File: src/rtl/flash_cmd_pkg.sv
// flash_cmd_pkg: shared encodings, JEDEC unlock/command constants and the
// (op, step) -> (address, data) command-list lookup.
package flash_cmd_pkg;

  typedef enum logic [1:0] {
    OP_PROG = 2'd0,
    OP_SECT = 2'd1,
    OP_CHIP = 2'd2,
    OP_ILL  = 2'd3
  } op_e;

  typedef enum logic [2:0] {
    IDLE,
    WR_SETUP,
    WR_PULSE,
    WR_HOLD,
    POLL_RD,
    POLL_GAP,
    FIN
  } state_e;

  localparam logic [18:0] UNLOCK_A1 = 19'h05555;
  localparam logic [18:0] UNLOCK_A2 = 19'h02AAA;

  localparam logic [7:0] CMD_AA    = 8'hAA;
  localparam logic [7:0] CMD_55    = 8'h55;
  localparam logic [7:0] CMD_PROG  = 8'hA0;
  localparam logic [7:0] CMD_ERASE = 8'h80;
  localparam logic [7:0] CMD_SECT  = 8'h30;
  localparam logic [7:0] CMD_CHIP  = 8'h10;

  localparam int CNT_W = 8;

  typedef struct packed {
    logic [18:0] addr;
    logic [7:0]  data;
  } bus_word_t;

  function automatic logic [2:0] step_count(input op_e op);
    return (op == OP_PROG) ? 3'd4 : 3'd6;
  endfunction

  function automatic bus_word_t cmd_entry(input op_e op, input logic [2:0] step,
                                          input logic [18:0] addr, input logic [7:0] data);
    bus_word_t w;
    w.addr = UNLOCK_A1;
    w.data = CMD_AA;
    case (step)
      3'd0: begin w.addr = UNLOCK_A1; w.data = CMD_AA; end
      3'd1: begin w.addr = UNLOCK_A2; w.data = CMD_55; end
      3'd2: begin w.addr = UNLOCK_A1; w.data = (op == OP_PROG) ? CMD_PROG : CMD_ERASE; end
      3'd3: begin
        w.addr = (op == OP_PROG) ? addr : UNLOCK_A1;
        w.data = (op == OP_PROG) ? data : CMD_AA;
      end
      3'd4: begin w.addr = UNLOCK_A2; w.data = CMD_55; end
      default: begin
        w.addr = (op == OP_SECT) ? {addr[18:12], 12'h000} : UNLOCK_A1;
        w.data = (op == OP_SECT) ? CMD_SECT : CMD_CHIP;
      end
    endcase
    return w;
  endfunction

endpackage

File: src/rtl/flash_cmd_seq_bus.sv
// flash_bus_cycle: per-phase down-counter plus the registered flash strobes,
// address and write-data drivers.
module flash_bus_cycle
  import flash_cmd_pkg::*;
(
  input  logic             fast_clock,
  input  logic             reset,
  input  logic             start,
  input  logic [CNT_W-1:0] cyc_len,
  input  logic             ce_req,
  input  logic             oe_req,
  input  logic             we_req,
  input  logic             drv_req,
  input  logic [18:0]      addr_in,
  input  logic [7:0]       data_in,
  output logic             busy,
  output logic             last,
  output logic             ce_n,
  output logic             oe_n,
  output logic             we_n,
  output logic             drv,
  output logic [18:0]      addr,
  output logic [7:0]       data
);

  logic [CNT_W-1:0] cnt;

  // oe/we interlock and the tristate gate are enforced here, at the pins
  always_ff @(posedge fast_clock) begin
    if (reset) begin
      cnt  <= '0;
      ce_n <= 1'b1;
      oe_n <= 1'b1;
      we_n <= 1'b1;
      drv  <= 1'b0;
      addr <= '0;
      data <= '0;
    end else begin
      if (start)
        cnt <= cyc_len;
      else if (cnt != '0)
        cnt <= cnt - CNT_W'(1);
      ce_n <= ~ce_req;
      oe_n <= ~(oe_req & ~we_req);
      we_n <= ~(we_req & ~oe_req);
      drv  <= drv_req & ~oe_req;
      if (start && ce_req)
        addr <= addr_in;
      if (start && drv_req)
        data <= data_in;
    end
  end

  assign busy = (cnt != '0);
  assign last = (cnt == '0);

endmodule

File: src/rtl/flash_cmd_seq.sv
// flash_cmd_seq: plays JEDEC program/erase command lists on the flash bus,
// then polls DQ7 until completion or timeout.
//   state    | meaning
//   IDLE     | ready, waiting for req
//   WR_SETUP | address/data/_ce valid ahead of _we
//   WR_PULSE | _we low
//   WR_HOLD  | _we released, address/data held one cycle
//   POLL_RD  | status read, DQ7 sampled on the last cycle
//   POLL_GAP | all strobes high between reads
//   FIN      | one-cycle done (error on illegal op or timeout)
module flash_cmd_seq
  import flash_cmd_pkg::*;
#(
  parameter int SETUP_CYC    = 2,
  parameter int WE_PULSE_CYC = 4,
  parameter int READ_CYC     = 3,
  parameter int TIMEOUT_CYC  = 2000000
) (
  input  logic        fast_clock,
  input  logic        reset,
  input  logic        req,
  input  logic [1:0]  op,
  input  logic [18:0] req_addr,
  input  logic [7:0]  req_data,
  output logic        ready,
  output logic        done,
  output logic        error,
  output logic        _ce_flash,
  output logic        _oe_flash,
  output logic        _we_flash,
  output logic [18:0] baddress,
  output logic [7:0]  bdata_out,
  output logic        bdata_oe,
  input  logic [7:0]  bdata_in
);

  localparam int TW = $clog2(TIMEOUT_CYC + 1);

  state_e           state, state_nxt;
  op_e              op_r, op_eff;
  logic [18:0]      addr_r, addr_eff, poll_addr, addr_req;
  logic [7:0]       data_r, data_eff;
  logic [2:0]       step, step_nxt;
  logic [TW-1:0]    tmo_cnt;
  logic             tmo_hit, dq7_ok, err_nxt;
  bus_word_t        cmd;
  logic             cyc_start, cyc_busy, cyc_last;
  logic [CNT_W-1:0] cyc_len;
  logic             ce_req, oe_req, we_req, drv_req;
  logic             unused_dq;

  assign unused_dq = ^bdata_in[6:0];

  // While idle, step 0 is driven straight from the request so it lands on the accept edge
  assign op_eff    = (state == IDLE) ? op_e'(op) : op_r;
  assign addr_eff  = (state == IDLE) ? req_addr : addr_r;
  assign data_eff  = (state == IDLE) ? req_data : data_r;
  assign cmd       = cmd_entry(op_eff, step_nxt, addr_eff, data_eff);
  assign poll_addr = (op_r == OP_PROG) ? addr_r :
                     (op_r == OP_SECT) ? {addr_r[18:12], 12'h000} : '0;
  assign tmo_hit   = (tmo_cnt == TW'(TIMEOUT_CYC - 1));
  assign dq7_ok    = (bdata_in[7] == ((op_r == OP_PROG) ? data_r[7] : 1'b1));
  assign cyc_start = (state_nxt != state);

  always_ff @(posedge fast_clock) begin
    if (reset) begin
      state   <= IDLE;
      step    <= '0;
      tmo_cnt <= '0;
      op_r    <= OP_PROG;
      addr_r  <= '0;
      data_r  <= '0;
      ready   <= 1'b1;
      done    <= 1'b0;
      error   <= 1'b0;
    end else begin
      state <= state_nxt;
      step  <= step_nxt;
      if (state == IDLE && req) begin
        op_r   <= op_e'(op);
        addr_r <= req_addr;
        data_r <= req_data;
      end
      if (state == WR_HOLD)
        tmo_cnt <= '0;
      else if (state == POLL_RD || state == POLL_GAP)
        tmo_cnt <= tmo_cnt + TW'(1);
      ready <= (state_nxt == IDLE);
      done  <= (state_nxt == FIN);
      error <= (state_nxt == FIN) && err_nxt;
    end
  end

  always_comb begin
    state_nxt = state;
    step_nxt  = step;
    err_nxt   = 1'b0;
    unique case (state)
      IDLE: begin
        if (req) begin
          if (op_e'(op) == OP_ILL) begin
            state_nxt = FIN;
            err_nxt   = 1'b1;
          end else begin
            state_nxt = WR_SETUP;
            step_nxt  = '0;
          end
        end
      end
      WR_SETUP: if (cyc_last) state_nxt = WR_PULSE;
      WR_PULSE: if (cyc_last) state_nxt = WR_HOLD;
      WR_HOLD: begin
        if (!cyc_busy) begin
          if (step == step_count(op_r) - 3'd1) begin
            state_nxt = POLL_RD;
          end else begin
            state_nxt = WR_SETUP;
            step_nxt  = step + 3'd1;
          end
        end
      end
      POLL_RD: begin
        if (cyc_last && dq7_ok) begin
          state_nxt = FIN;
        end else if (tmo_hit) begin
          state_nxt = FIN;
          err_nxt   = 1'b1;
        end else if (cyc_last) begin
          state_nxt = POLL_GAP;
        end
      end
      POLL_GAP: begin
        if (tmo_hit) begin
          state_nxt = FIN;
          err_nxt   = 1'b1;
        end else if (!cyc_busy) begin
          state_nxt = POLL_RD;
        end
      end
      FIN:      state_nxt = IDLE;
      default:  state_nxt = IDLE;
    endcase
  end

  // Pin requests follow the state being entered; the bus module registers them
  always_comb begin
    ce_req   = 1'b0;
    oe_req   = 1'b0;
    we_req   = 1'b0;
    drv_req  = 1'b0;
    cyc_len  = '0;
    addr_req = cmd.addr;
    unique case (state_nxt)
      WR_SETUP: begin
        ce_req  = 1'b1;
        drv_req = 1'b1;
        cyc_len = CNT_W'(SETUP_CYC - 1);
      end
      WR_PULSE: begin
        ce_req  = 1'b1;
        we_req  = 1'b1;
        drv_req = 1'b1;
        cyc_len = CNT_W'(WE_PULSE_CYC - 1);
      end
      WR_HOLD: begin
        ce_req  = 1'b1;
        drv_req = 1'b1;
      end
      POLL_RD: begin
        ce_req   = 1'b1;
        oe_req   = 1'b1;
        cyc_len  = CNT_W'(READ_CYC - 1);
        addr_req = poll_addr;
      end
      default: ;
    endcase
  end

  flash_bus_cycle u_bus (
    .fast_clock (fast_clock),
    .reset      (reset),
    .start      (cyc_start),
    .cyc_len    (cyc_len),
    .ce_req     (ce_req),
    .oe_req     (oe_req),
    .we_req     (we_req),
    .drv_req    (drv_req),
    .addr_in    (addr_req),
    .data_in    (cmd.data),
    .busy       (cyc_busy),
    .last       (cyc_last),
    .ce_n       (_ce_flash),
    .oe_n       (_oe_flash),
    .we_n       (_we_flash),
    .drv        (bdata_oe),
    .addr       (baddress),
    .data       (bdata_out)
  );

endmodule

File: config.mk
export PLATFORM = sky130hd
export DESIGN_NAME = flash_cmd_seq
export DESIGN_NICKNAME = d
export VERILOG_FILES = /design/src/rtl/flash_cmd_pkg.sv /design/src/rtl/flash_cmd_seq_bus.sv /design/src/rtl/flash_cmd_seq.sv
export SDC_FILE = /design/constraint.sdc
export NUM_CORES = 1
export LEC_CHECK = 0
export ABC_AREA = 1
export ABC_CLOCK_PERIOD_IN_PS = 2060
export CAP_MARGIN = 20
export CORE_AREA = 5 5 129 143
export DETAILED_ROUTE_END_ITERATION = 10
export DIE_AREA = 0 0 134 148
export PLACE_DENSITY_LB_ADDON = 0.3
export SETUP_SLACK_MARGIN = 0.05
export SKIP_LAST_GASP = 1
export SLEW_MARGIN = 20
export SYNTH_ARGS = -nofsm -noshare
export SYNTH_HDL_FRONTEND = slang
export SYNTH_SLANG_ARGS = --single-unit
File: constraint.sdc
create_clock -name fast_clock -period 2.06 [get_ports fast_clock]
set_input_delay 0.412 -clock fast_clock [delete_from_list [all_inputs] [get_ports fast_clock]]
set_output_delay 0.412 -clock fast_clock [all_outputs]
set_load 0.02 [all_outputs]
==> impl_summary.log <==
[metrics] max_cap viols: 0
[metrics] routed vias/inst: between 4 and 5
[metrics] post-synthesis register bit count: 98
[metrics] post-layout min period: about 2.2 ns
[metrics] total power divided by cell area: 1707 nW/um^2
[metrics] All-Layer GR Usage: 16.38%
[metrics] Synth-to-Final Area Change: 41.63%
[metrics] sum of negative setup slack: -1.399 ns
[metrics] Critical Path Start Type: flip-flop
[metrics] Worst slew margin: between 60% and 70%
[metrics] wire length of the first global-routing pass: between 20 and 30 mm
[metrics] number of diodes added for antenna fixing: 0
[metrics] core outline area: about 17,000 sq um
[metrics] result of the run: finished with violations
[metrics] CP max stage delay: ~0.32 ns
[metrics] slack of the worst reg-to-reg path: -0.1 ns
[metrics] horizontal die dimension: approximately 130 microns
[metrics] vias in the first global route: about 5,400
[metrics] highest net fanout along the worst path: 6
[metrics] cell type of the slowest stage on the worst timing path: sky130_fd_sc_hd__dfxtp_2
[metrics] post-detailed-placement half-perimeter wirelength: between 10 and 15 mm
[metrics] worst clock skew on the final layout: around 0.012 ns
[metrics] endpoint kind of the worst setup timing path: flip-flop
[metrics] Starting DRT DRC Count: about 340
[metrics] max frequency: ~460 MHz
[metrics] TritonCTS clock tree: yes
[metrics] Pwr Total: ~13,000 uW
[metrics] Worst EP arrival: ~2.5 ns
[metrics] RePlAce Congestion: 0.8474
[metrics] start-to-end type of the worst setup path: reg2reg
[metrics] Clock Pin Slew Worst Setup and Hold Paths: 0.07 ns
[metrics] Chip Height: roughly 150 microns
[metrics] net count of the mapped netlist: 898
[metrics] count of pins on the block boundary: 74
[metrics] data required time at the worst endpoint: around 2.4 ns
[metrics] final std cells w/o fill: roughly 1,200
[metrics] placement row count: 50
[metrics] number of antenna violations at the first check in global routing: 0
[metrics] Hold/Removal Path Class: reg2reg
[metrics] die outline area: just under 20,000 sq um
[metrics] clock sinks: between 90 and 100
[metrics] transition time at the pin with the least slew margin: approximately 0.56 ns
[metrics] gate count of the mapped netlist: roughly 860
[metrics] number of nets in the layout: 1,046
[metrics] total routed wirelength: 16.39 mm
[metrics] vias: around 6,000
[metrics] total of warnings raised by yosys: 0
[metrics] synthesized area per cell: 6.514 sq um
[metrics] share of post-route cells with drive strength above 1: ~25%
[metrics] Hold Violations, Final: 0
[metrics] average detailed-routed wire length per instance: roughly 13 microns
[metrics] effective utilization at floorplan: about 33%
[metrics] grt ovf: 0
[metrics] commonest cells after routing, fill and taps aside: 147 x sky130_fd_sc_hd__nand2_1, 117 x sky130_fd_sc_hd__nor2_1, 98 x sky130_fd_sc_hd__inv_1, 93 x sky130_fd_sc_hd__dfxtp_1, 87 x sky130_fd_sc_hd__buf_4
[metrics] Leak: about 0.0033 uW
[metrics] TritonCTS buffer count: 9
[metrics] netlist area before placement: ~5600 sq um
[metrics] Setup Viol. Count Final: 26
[metrics] most common library cell in the layout ignoring fill and taps: sky130_fd_sc_hd__nand2_1
[metrics] number of library cell types mapped by synthesis: 38
[metrics] largest net degree at the start of global routing: 59
[metrics] CTS Buffer Depth: 2
[metrics] failing checks: setup timing
[metrics] worst setup slack before clock tree synthesis: -0.3662 ns
[metrics] sequential share of the synthesized area: roughly a third
[metrics] clock network latency to the later pin of the worst-skew pair: around 0.36 ns
[metrics] number of port buffers: 66
[metrics] count of filler cells inserted in the layout: between 1,500 and 2,000
[metrics] clk root buf: sky130_fd_sc_hd__clkbuf_16
[metrics] maximum level of the CTS H-tree: 3
[metrics] Cells after DPL: 1,176
[metrics] count of final max-slew check failures: 0
[metrics] Post-Route Utilization: 46.87%
[metrics] final antenna-violating net count: 0
[metrics] final clock period utilization by the worst path: 104.7%
[metrics] count of unresolved DRC violations after routing: 0
[metrics] largest vdd supply drop: 0.0007754 V
[metrics] number of optimization iterations in the first detailed-route pass: 5
[metrics] Worst Slack Setup Final: -0.09726 ns
[metrics] cells along the critical path: inv_2 -> ha_4 -> nand2_4 -> nor2_4 -> buf_6 -> nor2_1 -> nor2_2 -> buf_4 -> a21oi_4 -> nand3_2 -> buf_6 -> buf_4 -> nand4_1 -> a21oi_2 -> nor2_4 -> nor2_2
[metrics] RSZ-0062 raised after global routing: true
==> worst paths after layout <==
check / from / endpoint / cells past startpoint
min: data_r[5] / data_r[5] / 2
max: u_bus.cnt[0] / u_bus.addr[17] / 16
min reg2reg: data_r[5] / data_r[5] / 2
max reg2reg: u_bus.cnt[0] / u_bus.addr[17] / 16
==> timing repair <==
| item | CTS | global route |
|---|---|---|
| hold buffers | 0 | 0 |
| pin swaps | 20 | 38 |
| gates cloned | 4 | 2 |
| buffers inserted | 9 | 10 |
| setup endpoints to repair | 30 | 43 |
| resized for setup | 39 | 80 |
==> metrics by stage <==
step	hold slack, ns	cell area [sq um]
3_5_place_dp	0.4417	6955
4_1_cts	0.4524	7542
5_1_grt	0.4746	7888
6_report	0.4508	7888
2_1_floorplan	0.4262	5577
3_3_place_gp	0.4362	6955
==> Yosys cell counts, drive strengths merged <==
master	instances	area [sq um]
nand2	190	779.5
nor2	140	563.0
inv	110	412.9
dfxtp	98	1962
a21oi	78	409.2
nand3	74	422.9
o21ai	53	265.3
a211oi	25	187.7
clkbuf	22	82.58
buf	16	135.1
nand4	13	87.58
nor3	9	45.04
nor4	4	25.02
o211ai	4	30.03
or2	4	25.02
xnor2	4	35.03
ha	3	37.54
xor2	3	26.28
a21boi	1	7.510
a22oi	1	12.51
clkinv	1	3.750
nand3b	1	7.510
o22ai	1	6.260
==> per-layer routing <==
metal / vias up / track usage [%] / share of wire (%)
met1: 2646 / 21.97 / 47
met2: 142 / 26.90 / 47
met4: 0 / 5.761 / 1.7
met3: 15 / 2.383 / 3.9
met5: - / 0 / 0
li1: 3067 / - / -
==> power breakdown <==
| group | internal [uW] | total [uW] | leakage [uW] | switching [uW] |
|---|---|---|---|---|
| Sequential | 2350 | 2560 | 0.000806 | 210 |
| Combinational | 3930 | 9290 | 0.00238 | 5360 |
| Clock | 847 | 1610 | 0.000128 | 764 |
==> sequential cells by signal (all words and copies together), names as in the netlist, 2 cells and up <==
register	flops
u_bus.data	8
data_r	8
state	3
step	3
tmo_cnt	21
addr_r	19
op_r	2
u_bus.cnt	8
u_bus.addr	19
==> cells by family (layout without fill, tap and decap cells) <==
group	count (synthesis)	after routing	share of synthesized area [%]
AND/OR/NAND/NOR	435	439	35.12
AO/OA/AOI/OAI	163	163	16.49
buffers and inverters	149	297	11.39
flip-flops	98	98	35.23
XOR/XNOR	7	7	1.101
adder cells (fa/ha/maj)	3	3	0.6741
==> cell type report <==
class	instances	area (sq um)	share of cell area, %
Clock buffer	11	242.7	3.077
Multi-Input combinational cell	612	3371	42.73
Timing Repair Buffer	171	1593	20.19
Clock inverter	4	28.78	0.3648
Tap cell	208	260.3	3.299
Sequential cell	98	1968	24.95
Inverter	111	424.2	5.378
==> critical path, delay by kind of cell (launching register included) <==
| kind | cells | cell delay (ns) |
|---|---|---|
| simple gates | 8 | 0.77 |
| buf+inv | 5 | 0.60 |
| flops | 1 | 0.32 |
| compound gates | 2 | 0.25 |
| fa+ha+maj | 1 | 0.15 |
Note: power is estimated with default switching activity, not from simulation.
